==> config.mk <==
export PLATFORM = sky130hd
export DESIGN_NAME = mem_0
export DESIGN_NICKNAME = d
export VERILOG_FILES = /design/src/rtl/mem_0_pkg.sv /design/src/rtl/mem_0_addr_check.sv /design/src/rtl/mem_0.sv
export SDC_FILE = /design/constraint.sdc
export NUM_CORES = 1
export LEC_CHECK = 0
export CORE_ASPECT_RATIO = 0.75
export CORE_MARGIN = 4
export CORE_UTILIZATION = 30
export CTS_BUF_LIST = sky130_fd_sc_hd__clkbuf_16
export DETAILED_ROUTE_END_ITERATION = 7
export PLACE_DENSITY = 0.64
export SETUP_SLACK_MARGIN = 0.3
export SKIP_LAST_GASP = 1
export SLEW_MARGIN = 20
export SYNTH_ARGS = -nofsm -noshare
export SYNTH_HDL_FRONTEND = slang
export SYNTH_HIERARCHICAL = 1
export SYNTH_SLANG_ARGS = --single-unit
==> constraint.sdc <==
create_clock -name clock -period 3.04 [get_ports clock]
set_input_delay 0.456 -clock clock [delete_from_list [all_inputs] [get_ports clock]]
set_output_delay 0.456 -clock clock [all_outputs]
set_load 0.1 [all_outputs]
==> src/rtl/mem_0_pkg.sv <==
// Shared definitions for the first memory stage.
// Fault cause codes, default address width and the Mem_0 -> Mem_1 bundle.
package mem_0_pkg;

    localparam logic [1:0] FAULT_NONE     = 2'b00;
    localparam logic [1:0] FAULT_MISALIGN = 2'b01;
    localparam logic [1:0] FAULT_RANGE    = 2'b10;
    localparam logic [1:0] FAULT_BOTH     = 2'b11;

    localparam int DATA_ADDR_BITS = 9;

    typedef struct packed {
        logic        oper;
        logic        readmem;
        logic        writemem;
        logic        writereg;
        logic [31:0] data_addr;
        logic [31:0] regb;
        logic [4:0]  regdest;
    } m0_m1_t;

    function automatic logic [1:0] fault_cause(
        input logic misaligned,
        input logic out_of_range
    );
        logic [1:0] c;
        c = FAULT_NONE;
        if (misaligned)   c = c | FAULT_MISALIGN;
        if (out_of_range) c = c | FAULT_RANGE;
        return c;
    endfunction

endpackage

==> src/rtl/mem_0_addr_check.sv <==
// Effective address generation and access checks for Mem_0.
// Purely combinational; the EA wraps modulo 2^32.
module mem_addr_check #(
    parameter int ADDR_BITS = 9
) (
    input  logic [31:0] rega,
    input  logic [31:0] imm,
    input  logic        readmem,
    input  logic        writemem,
    output logic [31:0] ea,
    output logic        misaligned,
    output logic        out_of_range
);

    logic mem_op;

    always_comb begin
        ea           = rega + imm;
        mem_op       = readmem | writemem;
        misaligned   = mem_op & (ea[1:0] != 2'b00);
        out_of_range = mem_op & (ea[31:ADDR_BITS] != '0);
    end

endmodule

==> src/rtl/mem_0.sv <==
// First memory stage: computes EA, checks it and registers the op
// onto the m0_m1 bus, with a sticky fault record and activity counters.
module mem_0
    import mem_0_pkg::*;
#(
    parameter int ADDR_BITS = DATA_ADDR_BITS,
    parameter int CNT_W     = 16
) (
    input  logic             clock,
    input  logic             reset,
    input  logic             iss_m0_oper,
    input  logic             iss_m0_readmem,
    input  logic             iss_m0_writemem,
    input  logic [31:0]      iss_m0_rega,
    input  logic [31:0]      iss_m0_imm,
    input  logic [31:0]      iss_m0_regb,
    input  logic [4:0]       iss_m0_regdest,
    input  logic             iss_m0_writereg,
    input  logic             m0_stall,
    input  logic             m0_flush,
    input  logic             m0_fault_clear,
    output logic             m0_m1_oper,
    output logic             m0_m1_readmem,
    output logic             m0_m1_writemem,
    output logic             m0_m1_writereg,
    output logic [31:0]      m0_m1_data_addr,
    output logic [31:0]      m0_m1_regb,
    output logic [4:0]       m0_m1_regdest,
    output logic             m0_fault,
    output logic [1:0]       m0_fault_cause,
    output logic [31:0]      m0_fault_addr,
    output logic [CNT_W-1:0] m0_load_count,
    output logic [CNT_W-1:0] m0_store_count
);

    logic [31:0] ea;
    logic        misaligned;
    logic        out_of_range;

    mem_addr_check #(
        .ADDR_BITS (ADDR_BITS)
    ) u_check (
        .rega         (iss_m0_rega),
        .imm          (iss_m0_imm),
        .readmem      (iss_m0_readmem),
        .writemem     (iss_m0_writemem),
        .ea           (ea),
        .misaligned   (misaligned),
        .out_of_range (out_of_range)
    );

    m0_m1_t          bus_d,       bus_q;
    logic            fault_d,     fault_q;
    logic [1:0]      cause_d,     cause_q;
    logic [31:0]     faddr_d,     faddr_q;
    logic [CNT_W-1:0] ld_cnt_d,   ld_cnt_q;
    logic [CNT_W-1:0] st_cnt_d,   st_cnt_q;

    logic advance;
    logic fault;
    logic take;
    logic take_fault;

    always_comb begin
        advance    = ~m0_flush & ~m0_stall;
        fault      = iss_m0_oper & (misaligned | out_of_range);
        take       = advance & iss_m0_oper & ~fault;
        take_fault = advance & fault;
    end

    always_comb begin
        bus_d = bus_q;
        if (m0_flush) begin
            bus_d = '0;
        end else if (!m0_stall) begin
            bus_d = '0;
            if (take) begin
                bus_d.oper      = 1'b1;
                bus_d.readmem   = iss_m0_readmem;
                bus_d.writemem  = iss_m0_writemem;
                bus_d.writereg  = iss_m0_writereg;
                bus_d.data_addr = ea;
                bus_d.regb      = iss_m0_regb;
                bus_d.regdest   = iss_m0_regdest;
            end
        end
    end

    // A new fault in the same cycle as a clear is recorded: set wins.
    always_comb begin
        fault_d = fault_q;
        cause_d = cause_q;
        faddr_d = faddr_q;
        if (m0_fault_clear) begin
            fault_d = 1'b0;
            cause_d = FAULT_NONE;
            faddr_d = '0;
        end
        if (take_fault && (!fault_q || m0_fault_clear)) begin
            fault_d = 1'b1;
            cause_d = fault_cause(misaligned, out_of_range);
            faddr_d = ea;
        end
    end

    // Read+write together counts as a load.
    always_comb begin
        ld_cnt_d = ld_cnt_q;
        st_cnt_d = st_cnt_q;
        if (take && iss_m0_readmem) begin
            ld_cnt_d = ld_cnt_q + CNT_W'(1);
        end else if (take && iss_m0_writemem) begin
            st_cnt_d = st_cnt_q + CNT_W'(1);
        end
    end

    always_ff @(posedge clock or negedge reset) begin
        if (!reset) begin
            bus_q    <= '0;
            fault_q  <= 1'b0;
            cause_q  <= FAULT_NONE;
            faddr_q  <= '0;
            ld_cnt_q <= '0;
            st_cnt_q <= '0;
        end else begin
            bus_q    <= bus_d;
            fault_q  <= fault_d;
            cause_q  <= cause_d;
            faddr_q  <= faddr_d;
            ld_cnt_q <= ld_cnt_d;
            st_cnt_q <= st_cnt_d;
        end
    end

    always_comb begin
        m0_m1_oper      = bus_q.oper;
        m0_m1_readmem   = bus_q.readmem;
        m0_m1_writemem  = bus_q.writemem;
        m0_m1_writereg  = bus_q.writereg;
        m0_m1_data_addr = bus_q.data_addr;
        m0_m1_regb      = bus_q.regb;
        m0_m1_regdest   = bus_q.regdest;
        m0_fault        = fault_q;
        m0_fault_cause  = cause_q;
        m0_fault_addr   = faddr_q;
        m0_load_count   = ld_cnt_q;
        m0_store_count  = st_cnt_q;
    end

endmodule

==> qor.yml, run 1 <==
outcome:
  status: "finished with violations"
  failed_checks: "negative setup slack"
global_route:
  grt_pass1_vias: 7399
  grt_overflow: 0
  track_usage: 0.2082
  grt_first_pass_wirelength_um: 42410
  antenna_found_initial: 0
  grt_max_degree: 69
placement:
  detailed_place_hpwl_um: 18560
  gp_congestion: 0.8908
  numPortBuffers: 249
sta:
  hold_ws_ns: 0.02894
  post-route-min-period_ns: 4.106
  rsz0062_at_grt: "true"
  setup_violations: 140
  layout_setup_ws_ns: -1.066
  hold_viol_final: 0
  tightest_slew_ns: 0.6631
  max_freq_mhz: 243.5
  post-route-period-util: 1.351
  slew_headroom: 0.5579
  slew_viol_final: 0
  clock_skew_ns: 0.008372
drt:
  top_layer_used: "met4"
  dr.first_iter.drc_count: 349
  wirelength_um: 27850
  met2_wirelength_um: 12420
  routed_via_density: 5.061
  dr.pass1.iters: 4
  wl_per_cell_um: 19.96
  postRouteAntennaNets: 0
  dr_total_vias: 7060
  route.detailed.drc: 0
  dr_wl_met3_um: 2010
  met1_length_um: 13180
worst_setup_path:
  cp.required_ns: 3.35
  critPathLaunch: "iss_m0_rega[13]"
  rr_endpoint: "m0_load_count[8]$_DFFE_PN0P_"
  startpoint_type: "primary input"
  cp.arrival_ns: 4.42
  worstPathMaxFanout: 4
  r2r_start: "m0_load_count[0]$_DFFE_PN0P_"
  critPathCapture: "m0_store_count[11]$_DFFE_PN0P_"
  end_kind: "register"
  critPathKind: "primary input to register"
  r2r_cells: 5
  reg2reg_slack_ns: 1.32
finish:
  nets: 1227
  multi_input_area_um2: 4055
  utilization: 0.5555
  drive_above_1_share: 0.4447
  antenna_cells: 0
  area_growth_pct: 81.09
  regArea_um2: 3503
  fillCellCount: 1939
synthesis:
  syn_area_um2: 7093
  postSynthCellCount: 634
  synth_fp_nets: 778
  synth_edf_count: 0
  async_flop_share: 1.000
  yosysUniqueCellTypes: 59
  ys_seq_area_frac: 0.4939
  yosysWarnings: 6
  synth_flop_cell: "dfrtp_1"
  ys_ff_latch: 140
  synth.avg_cell_area_um2: 11.19
clock_network:
  clock-sinks: 140
  clk_latency_ns: 0.43
  clk_path_buf_depth: 2
  cts_hold_buf: 0
  cts_tree: "yes"
  htreeDepth: 4
  root_buffer: "clkbuf_16"
  cts_inserted_buffers: 17
  path_clk_slew_ns: 0.06
floorplan:
  ios: 250
  die_y_um: 141.2
  die_x_um: 185.6
  fp.dieArea_um2: 26190
  initial_core_util: 0.3068
  rows: 48
  core_area_um2: 23120
power:
  p_per_area_nw_per_um2: 459.3
  power.leakage_nw: 6.311
  ir_drop_mv: 0.3745
worst_hold_path:
  hold_class: "primary input to async pin"
job:
  max_cap_viol_count: 0
==> layer usage <==
layer	global-route usage	vias to the layer above
met5	0	-
met4	0.04868	0
met3	0.05597	19
met2	0.3222	243
met1	0.2925	3501
li1	-	3297
==> synthesized netlist by cell type, types with 2 or more instances <==
| master | number | area share |
|---|---|---|
| a22o_1 | 106 | 0.13 |
| or4_1 | 2 | 0.0021 |
| xnor2_1 | 34 | 0.042 |
| a21o_1 | 8 | 0.0085 |
| nand4_1 | 10 | 0.0088 |
| dfrtp_1 | 140 | 0.49 |
| nor2b_1 | 3 | 0.0026 |
| or2_2 | 2 | 0.0018 |
| buf_4 | 6 | 0.0063 |
| nor2_1 | 32 | 0.017 |
| o211a_1 | 2 | 0.0028 |
| ha_1 | 33 | 0.058 |
| and2_1 | 2 | 0.0018 |
| a21boi_0 | 2 | 0.0021 |
| mux2_2 | 2 | 0.0032 |
| nor3_1 | 13 | 0.0092 |
| buf_2 | 8 | 0.0056 |
| o211ai_1 | 6 | 0.0063 |
| a21oi_1 | 27 | 0.019 |
| and4b_1 | 3 | 0.0042 |
| o21ai_0 | 20 | 0.014 |
| buf_6 | 5 | 0.0079 |
| buf_1 | 2 | 0.0011 |
| and3_1 | 9 | 0.0079 |
| clkbuf_1 | 6 | 0.0032 |
| and4bb_2 | 2 | 0.0035 |
| nand2_1 | 40 | 0.021 |
| a211oi_2 | 2 | 0.0035 |
| nand3_1 | 20 | 0.014 |
| o21ai_2 | 2 | 0.0025 |
| xor2_1 | 26 | 0.032 |
| and4_1 | 2 | 0.0025 |
| o21a_1 | 4 | 0.0042 |
| a31oi_1 | 6 | 0.0053 |
| o21bai_1 | 2 | 0.0021 |
| inv_1 | 15 | 0.0079 |
| nor4_2 | 3 | 0.0053 |
| o31ai_1 | 3 | 0.0032 |
| a211oi_1 | 4 | 0.0042 |
==> state kept, by name, summed over array words and instances, names as in the netlist, 2 cells and up <==
signal           flops
m0_store_count      16
m0_m1_regb          32
m0_m1_regdest        5
m0_fault_addr       32
m0_m1_data_addr     32
m0_fault_cause       2
m0_load_count       16
==> how the worst min path moves through the flow <==
stage,from,end,cells past startpoint
2_1_floorplan,reset,m0_fault$_DFFE_PN0P_,0
3_3_place_gp,m0_load_count[15]$_DFFE_PN0P_,m0_load_count[15]$_DFFE_PN0P_,1
3_5_place_dp,m0_load_count[15]$_DFFE_PN0P_,m0_load_count[15]$_DFFE_PN0P_,1
4_1_cts,reset,m0_m1_regb[12]$_DFFE_PN0P_,1
5_1_grt,reset,m0_m1_regb[0]$_DFFE_PN0P_,1
6_report,reset,m0_m1_regb[0]$_DFFE_PN0P_,1
==> layout by cell type, fill, tap and decap left out, drive strengths merged, types with 20 or more instances in the layout <==
| master | n |
|---|---|
| nand2 | 41 |
| xor2 | 26 |
| buf | 353 |
| o21ai | 23 |
| dfrtp | 140 |
| a22o | 106 |
| a21oi | 28 |
| nand3 | 20 |
| ha | 33 |
| dlygate4sd2 | 22 |
| clkdlybuf4s50 | 80 |
| nor2 | 32 |
| xnor2 | 34 |
==> area by class of cell <==
cell class	count	share of cell area
Clock buffer	17	0.03312
Clock inverter	14	0.01081
Inverter	15	0.004383
Multi-Input combinational cell	451	0.3157
Sequential cell	140	0.2727
Tap cell	300	0.02922
Timing Repair Buffer	458	0.3340
==> logic make-up after synthesis <==
family                     after synthesis  synth area share
AOI/OAI and AO/OA                      206            0.2249
xor gates and xnor gates                60           0.07409
adders and majority gates               34           0.06103
buffers and inverters                   43           0.03281
DFF                                    140            0.4939
muxes                                    2          0.003175
and+or+nand+nor                        149            0.1101
==> timing repair <==
item | 4_1_cts | 5_1_grt
gates resized for setup | 160 | 26
gates cloned | 15 | 1
setup endpoints to repair | 140 | 140
pin swaps | 52 | 26
buffers inserted | 32 | 7
==> where the power goes <==
part / leakage, nW / total (mW) / internal, mW / switching, mW
combinational: 4.09 / 1.88 / 0.801 / 1.08
sequential: 1.93 / 1.97 / 1.92 / 0.0488
clock: 0.290 / 2.05 / 1.26 / 0.794
total: 6.31 / 5.90 / 3.98 / 1.92
==> worst max-delay path, cell delays in order <==
cell and delay (ns):
clkdlybuf4s50_1 0.45, ha_4 0.31, nand2_2 0.09, o21ai_1 0.29, nor3_2 0.11, a211oi_2 0.24
buf_4 0.16, xor2_1 0.08, or4_4 0.44, nor4_4 0.26, and4bb_1 0.22, and4b_2 0.26
a41oi_4 0.14, nor2_2 0.16, buf_4 0.14, and4_4 0.22, buf_6 0.12, nand4_1 0.11
xnor2_1 0.15
==> stage by stage <==
step / setup TNS [ns] / power, mW / setup WS, ns / instances / cell area [um^2]
floorplan: -105.83 / 2.869 / -0.8885 / 634 / 7222
global placement: -261.80 / 3.626 / -1.921 / 1309 / 10770
detailed placement: -277.09 / 3.627 / -2.053 / 1309 / 10770
CTS: -132.73 / 5.898 / -1.008 / 1387 / 12650
global route: -158.07 / 6.122 / -1.202 / 1395 / 12840
finish: -140.73 / 5.899 / -1.066 / 1395 / 12840
Note: power is estimated with default switching activity, not from simulation.
==> inputs of run 2 (changes only) <==
--- a/config.mk
+++ b/config.mk
@@ -7,10 +7,11 @@
 export LEC_CHECK = 0
 export CORE_ASPECT_RATIO = 0.75
 export CORE_MARGIN = 4
-export CORE_UTILIZATION = 30
+export CORE_UTILIZATION = 45
 export CTS_BUF_LIST = sky130_fd_sc_hd__clkbuf_16
 export DETAILED_ROUTE_END_ITERATION = 7
-export PLACE_DENSITY = 0.64
+export PLACE_DENSITY = 0.87
+export REMOVE_ABC_BUFFERS = 1
 export SETUP_SLACK_MARGIN = 0.3
 export SKIP_LAST_GASP = 1
 export SLEW_MARGIN = 20
==> run 2 against run 1 <==
  * The run still ends with negative setup slack left
  * Register-to-register slack got worse by 0.03 ns
  * Clock-buffer cell count did not move
  * Total power rose by 0.70%
  * Global-route usage rose by 8.9 points
  * Sequential cell count did not move
  * Cell count fell by 8.5%
  * Worst setup slack got worse by 0.21 ns
  * Worst hold slack improved by 0.012 ns
  * Fmax fell by 4.9%
==> qor.yml, run 2 (synthesis results as in run 1) <==
power:
  power.leakage_nw: 6.059  # -4.0%
  ir_drop_mv: 0.2801  # -25%
  p_per_area_nw_per_um2: 482.9  # +5.2%
sta:
  slew_viol_final: 0  # unchanged
  tns_ns: -152.20  # -11.47 ns
  hold_ws_ns: 0.04109  # +0.01215 ns
  slew_headroom: 0.5452  # -0.01270
  post-route-min-period_ns: 4.317  # +0.2109 ns
  post-route-period-util: 1.420  # +0.06938
  setup_violations: 140  # unchanged
  layout_setup_ws_ns: -1.277  # -0.2109 ns
  tightest_slew_ns: 0.6822  # +0.01906 ns
  clock_skew_ns: 0.005079  # -0.003292 ns
  max_freq_mhz: 231.6  # -4.9%
  rsz0062_at_grt: "true"
  hold_viol_final: 0  # unchanged
clock_network:
  clk_latency_ns: 0.43  # about the same
  htreeDepth: 4  # unchanged
  cts_inserted_buffers: 17  # unchanged
  clock-sinks: 140  # unchanged
  clk_path_buf_depth: 2  # unchanged
  path_clk_slew_ns: 0.06  # about the same
  cts_tree: "yes"
  root_buffer: "clkbuf_16"
drt:
  dr_total_vias: 7384  # +4.6%
  routed_via_density: 5.782  # +14%
  postRouteAntennaNets: 0  # unchanged
  wl_per_cell_um: 21.50  # +7.7%
  wirelength_um: 27450  # -1.4%
  route.detailed.drc: 0  # unchanged
  dr.pass1.iters: 5  # +1
  dr.first_iter.drc_count: 709  # +100%
floorplan:
  rows: 39  # -19%
  initial_core_util: 0.4629  # +0.1562
  die_y_um: 116.7  # -17%
  ios: 250  # unchanged
  core_area_um2: 15320  # -34%
  fp.dieArea_um2: 17860  # -32%
  die_x_um: 153.0  # -18%
placement:
  numPortBuffers: 249  # unchanged
  gp_congestion: 0.9466  # +6.3%
  detailed_place_hpwl_um: 17320  # -6.7%
  dp_slack_ns: -2.095  # -0.04228 ns
  post-place-cells: 1198  # -8.5%
worst_setup_path:
  slowest_delay_ns: 0.55  # +0.10 ns
  critical_path.cell_chain: "clkdlybuf4s50_1 -> ha_2 -> a21oi_2 -> o31ai_4 -> nor3_2 -> buf_4 -> a211oi_4 -> xor2_1 -> or4_4 -> nor4_4 -> and4bb_1 -> and4b_1 -> a41oi_2 -> buf_4 -> and4bb_2 -> nand4_1 -> nor2_2 -> xor2_1"
  cp.arrival_ns: 4.66  # +0.24 ns
  crit_buf_inv: 3  # -1
  critPathKind: "primary input to register"
  crit_path_top_delay_cell: "or4_4"
  cp.required_ns: 3.38  # +0.03 ns
  reg2reg_slack_ns: 1.29  # -0.03 ns
  crit_family: "simple AND/OR/NAND/NOR gates"
  end_kind: "register"
  startpoint_type: "primary input"
  worstPathMaxFanout: 4  # unchanged
finish:
  layout_common_cells: "285 x buf_4, 140 x dfrtp_1, 106 x a22o_1, 91 x clkdlybuf4s50_1, 35 x nand2_1"
  area_growth_pct: 73.42
  drive_above_1_share: 0.4216  # -0.02311
  fin_cells: 1277  # -8.5%
  utilization: 0.8028  # +0.2473
  antenna_cells: 0  # unchanged
  nets: 1203  # -2.0%
  final_common_cell: "buf_4"
outcome:
  failed_checks: "negative setup slack"
  status: "finished with violations"
worst_hold_path:
  hold_class: "primary input to async pin"
global_route:
  grt_overflow: 0  # unchanged
  grt_first_pass_wirelength_um: 41460  # -2.2%
  grt_max_degree: 74  # +7.2%
  track_usage: 0.2969  # +0.08872
  antenna_found_initial: 0  # unchanged
  grt_pass1_vias: 7365  # -0.46%
job:
  max_cap_viol_count: 0  # unchanged
-- run 2: through the flow --
| stage | total power, mW | area (um^2) |
|---|---|---|
| CTS | 5.843 | 12110 |
| global route | 6.123 | 12300 |
| global placement | 3.544 | 10420 |
| detailed placement | 3.569 | 10420 |
| floorplan | 2.843 | 6917 |
| finish | 5.940 | 12300 |
-- run 2: path summary, 6_finish.rpt --
path / startpoint / to / cells past startpoint
max in group asynchronous: reset / m0_m1_regb[31]$_DFFE_PN0P_ / 2
setup reg to reg: m0_store_count[0]$_DFFE_PN0P_ / m0_store_count[14]$_DFFE_PN0P_ / 5
min in group clock: iss_m0_imm[0] / m0_m1_data_addr[0]$_DFFE_PN0P_ / 3
hold / removal: reset / m0_store_count[8]$_DFFE_PN0P_ / 1
hold reg to reg: m0_store_count[15]$_DFFE_PN0P_ / m0_store_count[15]$_DFFE_PN0P_ / 1
setup / recovery: iss_m0_rega[9] / m0_load_count[12]$_DFFE_PN0P_ / 18
-- run 2: worst register-to-register path: stages, from the launching register on --
cell	delay [ns]
dfrtp_1	0.42
ha_1	0.22
and4b_1	0.25
nand4_1	0.22
nor4_4	0.27
xor2_1	0.27
-- run 2: layout make-up --
| type | count | area [um^2] |
|---|---|---|
| Fill cell | 831 | 3022 |
| Clock buffer | 17 | 425.4 |
| Timing Repair Buffer | 433 | 3948 |
| Inverter | 15 | 56.30 |
| Tap cell | 205 | 256.5 |
| Clock inverter | 15 | 185.2 |
| Sequential cell | 140 | 3503 |
| Multi-Input combinational cell | 452 | 3926 |
-- run 2: metal layers --
layer	track usage	routed length, um
met2	0.5175	13610
met5	0	0
met1	0.3798	10980
met4	0.07062	559
met3	0.07333	2301
-- run 2: timing repair --
| action | CTS | global route |
|---|---|---|
| cloned | 11 | 0 |
| resized for setup | 123 | 36 |
| pin swaps | 46 | 27 |
| hold buffers | 0 | 0 |
| buffers inserted | 30 | 6 |
| endpoints found under the setup margin | 140 | 140 |
-- run 2: power breakdown --
group	total, mW	internal [mW]	switching [mW]
logic	1.79	0.745	1.05
registers	1.97	1.92	0.0503
clock network	2.18	1.31	0.872
total	5.94	3.97	1.97
==> inputs of run 3 (changes only) <==
--- a/config.mk
+++ b/config.mk
@@ -10,7 +10,8 @@
 export CORE_UTILIZATION = 45
 export CTS_BUF_LIST = sky130_fd_sc_hd__clkbuf_16
 export DETAILED_ROUTE_END_ITERATION = 7
-export PLACE_DENSITY = 0.87
+export GPL_ROUTABILITY_DRIVEN = 0
+export PLACE_DENSITY = 0.91
 export REMOVE_ABC_BUFFERS = 1
 export SETUP_SLACK_MARGIN = 0.3
 export SKIP_LAST_GASP = 1
==> run 3 against run 2 <==
  * The run still ends with negative setup slack left
  * Clock power decreased by 16%
  * Sequential power about the same
  * Via count decreased by 3.8%
  * Critical path depth unchanged
  * First-iteration DRC count decreased by 25%
  * Critical path type unchanged
==> qor.yml, run 3 (synthesis results as in run 1) <==
worst_setup_path:
  crit_path_top_delay_cell: "or4_4"
  cp.required_ns: 3.39  # about the same
  r2r_start: "m0_load_count[0]$_DFFE_PN0P_"
  timing.critical_path.mode_cell: "xor2_1"
  cp.arrival_ns: 4.61  # -0.05 ns
  worstPathMaxFanout: 4  # unchanged
  critPathKind: "primary input to register"
  r2r_cells: 5  # unchanged
  rr_endpoint: "m0_load_count[12]$_DFFE_PN0P_"
  startpoint_type: "primary input"
  reg2reg_slack_ns: 1.37  # +0.08 ns
  slowest_delay_ns: 0.53  # -0.02 ns
  critical_path.cell_chain: "buf_6 -> ha_4 -> fa_2 -> a211oi_4 -> o211ai_1 -> nand2_1 -> o221ai_2 -> xor2_1 -> or4_4 -> nor4_4 -> and4bb_1 -> and4b_1 -> a41oi_2 -> buf_4 -> and4bb_2 -> nand4_1 -> nor2_1 -> xor2_1"
  end_kind: "register"
clock_network:
  clk_path_buf_depth: 2  # unchanged
  cts_inserted_buffers: 17  # unchanged
  root_buffer: "clkbuf_16"
  clk_latency_ns: 0.43  # about the same
  htreeDepth: 4  # unchanged
  clock-sinks: 140  # unchanged
  path_clk_slew_ns: 0.06  # about the same
  cts_tree: "yes"
sta:
  clock_skew_ns: 0.008623  # +0.003544 ns
  hold_viol_final: 0  # unchanged
  max_freq_mhz: 234.7  # +1.3%
  setup_violations: 140  # unchanged
  rsz0062_at_grt: "true"
  post-route-period-util: 1.401  # -0.01874
  tightest_slew_ns: 0.5795  # -0.1027 ns
  post-route-min-period_ns: 4.260  # -0.05696 ns
  hold_ws_ns: 0.007021  # -0.03407 ns
  layout_setup_ws_ns: -1.220  # +0.05696 ns
  slew_viol_final: 0  # unchanged
  slew_headroom: 0.6137  # +0.06846
drt:
  wl_per_cell_um: 20.03  # -6.8%
  dr.first_iter.drc_count: 533  # -25%
  dr.pass1.iters: 5  # unchanged
  wirelength_um: 25410  # -7.4%
  dr_total_vias: 7102  # -3.8%
  routed_via_density: 5.597  # -3.2%
  route.detailed.drc: 0  # unchanged
  postRouteAntennaNets: 0  # unchanged
global_route:
  grt_pass1_vias: 6943  # -5.7%
  antenna_found_initial: 0  # unchanged
  grt_overflow: 0  # unchanged
  track_usage: 0.2687  # -0.02821
  grt_max_degree: 74  # unchanged
  grt_first_pass_wirelength_um: 37690  # -9.1%
finish:
  utilization: 0.7740  # -0.02874
  area_growth_pct: 67.21
  drive_above_1_share: 0.4070  # -0.01469
  final_common_cell: "buf_4"
  fin_cells: 1269  # -0.63%
  layout_common_cells: "295 x buf_4, 140 x dfrtp_1, 106 x a22o_1, 80 x clkdlybuf4s50_1, 35 x nand2_1"
  antenna_cells: 0  # unchanged
  nets: 1195  # -0.67%
power:
  ir_drop_mv: 0.3581  # +28%
  finalPower_mw: 5.643  # -5.0%
  power.leakage_nw: 5.851  # -3.4%
  p_per_area_nw_per_um2: 475.8  # -1.5%
outcome:
  failed_checks: "negative setup slack"
  status: "finished with violations"
placement:
  numPortBuffers: 249  # unchanged
  detailed_place_hpwl_um: 16910  # -2.4%
  post-place-cells: 1191  # -0.58%
worst_hold_path:
  hold_class: "primary input to async pin"
floorplan:
  core_area_um2: 15320  # unchanged
  ios: 250  # unchanged
  fp.dieArea_um2: 17860  # unchanged
  die_x_um: 153.0  # unchanged
  die_y_um: 116.7  # unchanged
  rows: 39  # unchanged
  initial_core_util: 0.4629  # unchanged
job:
  max_cap_viol_count: 0  # unchanged
## run 3: stage by stage
step / setup slack [ns] / cell area [um^2] / TNS (ns)
floorplan: -2.540 / 6917 / -245.23
global placement: -2.012 / 10370 / -274.00
detailed placement: -2.152 / 10370 / -283.52
CTS: -1.056 / 11520 / -136.81
global route: -1.287 / 11860 / -159.75
finish: -1.220 / 11860 / -148.28
## run 3: how the worst max path moves through the flow
| stage | from | endpoint | slack [ns] |
|---|---|---|---|
| finish | iss_m0_imm[0] | m0_load_count[12]$_DFFE_PN0P_ | -1.22 |
| global route | iss_m0_imm[0] | m0_load_count[12]$_DFFE_PN0P_ | -1.29 |
| CTS | iss_m0_imm[0] | m0_store_count[15]$_DFFE_PN0P_ | -1.06 |
| detailed placement | iss_m0_rega[0] | m0_fault_addr[28]$_DFFE_PN0P_ | -2.15 |
| global placement | iss_m0_rega[0] | m0_load_count[1]$_DFFE_PN0P_ | -2.01 |
| floorplan | iss_m0_rega[0] | m0_load_count[1]$_DFFE_PN0P_ | -2.54 |
## run 3: report_power, final
part | internal (mW) | switching, mW | leakage, nW
Clock | 1.03 | 0.811 | 0.242
Sequential | 1.92 | 0.0510 | 1.93
Combinational | 0.772 | 1.06 | 3.68
## run 3: final cells by class
class                   count  area (um^2)
multi-input cells         452         3879
well taps                 205        256.5
clock buffers              17        425.4
clock inverters            15        102.6
flip-flops and latches    140         3503
fillers                   931         3462
inverters                  15        56.30
repair buffers            425         3637
## run 3: timing repair
| action | 4_1_cts | 5_1_grt |
|---|---|---|
| gates resized for setup | 96 | 37 |
| hold buffers | 0 | 0 |
| hold endpoints to repair | 0 | 0 |
| endpoints found under the setup margin | 140 | 140 |
| pin swaps | 44 | 23 |
| gates cloned | 1 | 3 |
| setup buffers | 33 | 9 |
## run 3: metal layers
| layer | GRT usage | up-vias | routed length, um |
|---|---|---|---|
| met5 | 0 | - | 0 |
| met2 | 0.4642 | 392 | 12370 |
| met1 | 0.3375 | 3412 | 10350 |
| met3 | 0.06481 | 71 | 2005 |
| li1 | - | 3227 | - |
| met4 | 0.09021 | 0 | 687 |
## run 3: worst max-delay path: cells and delay by family
family          cells  cell delay, ns
xor+xnor            2            0.41
buf+inv             2            0.28
simple gates        8            2.07
fa+ha+maj           2            0.59
compound gates      4            0.80
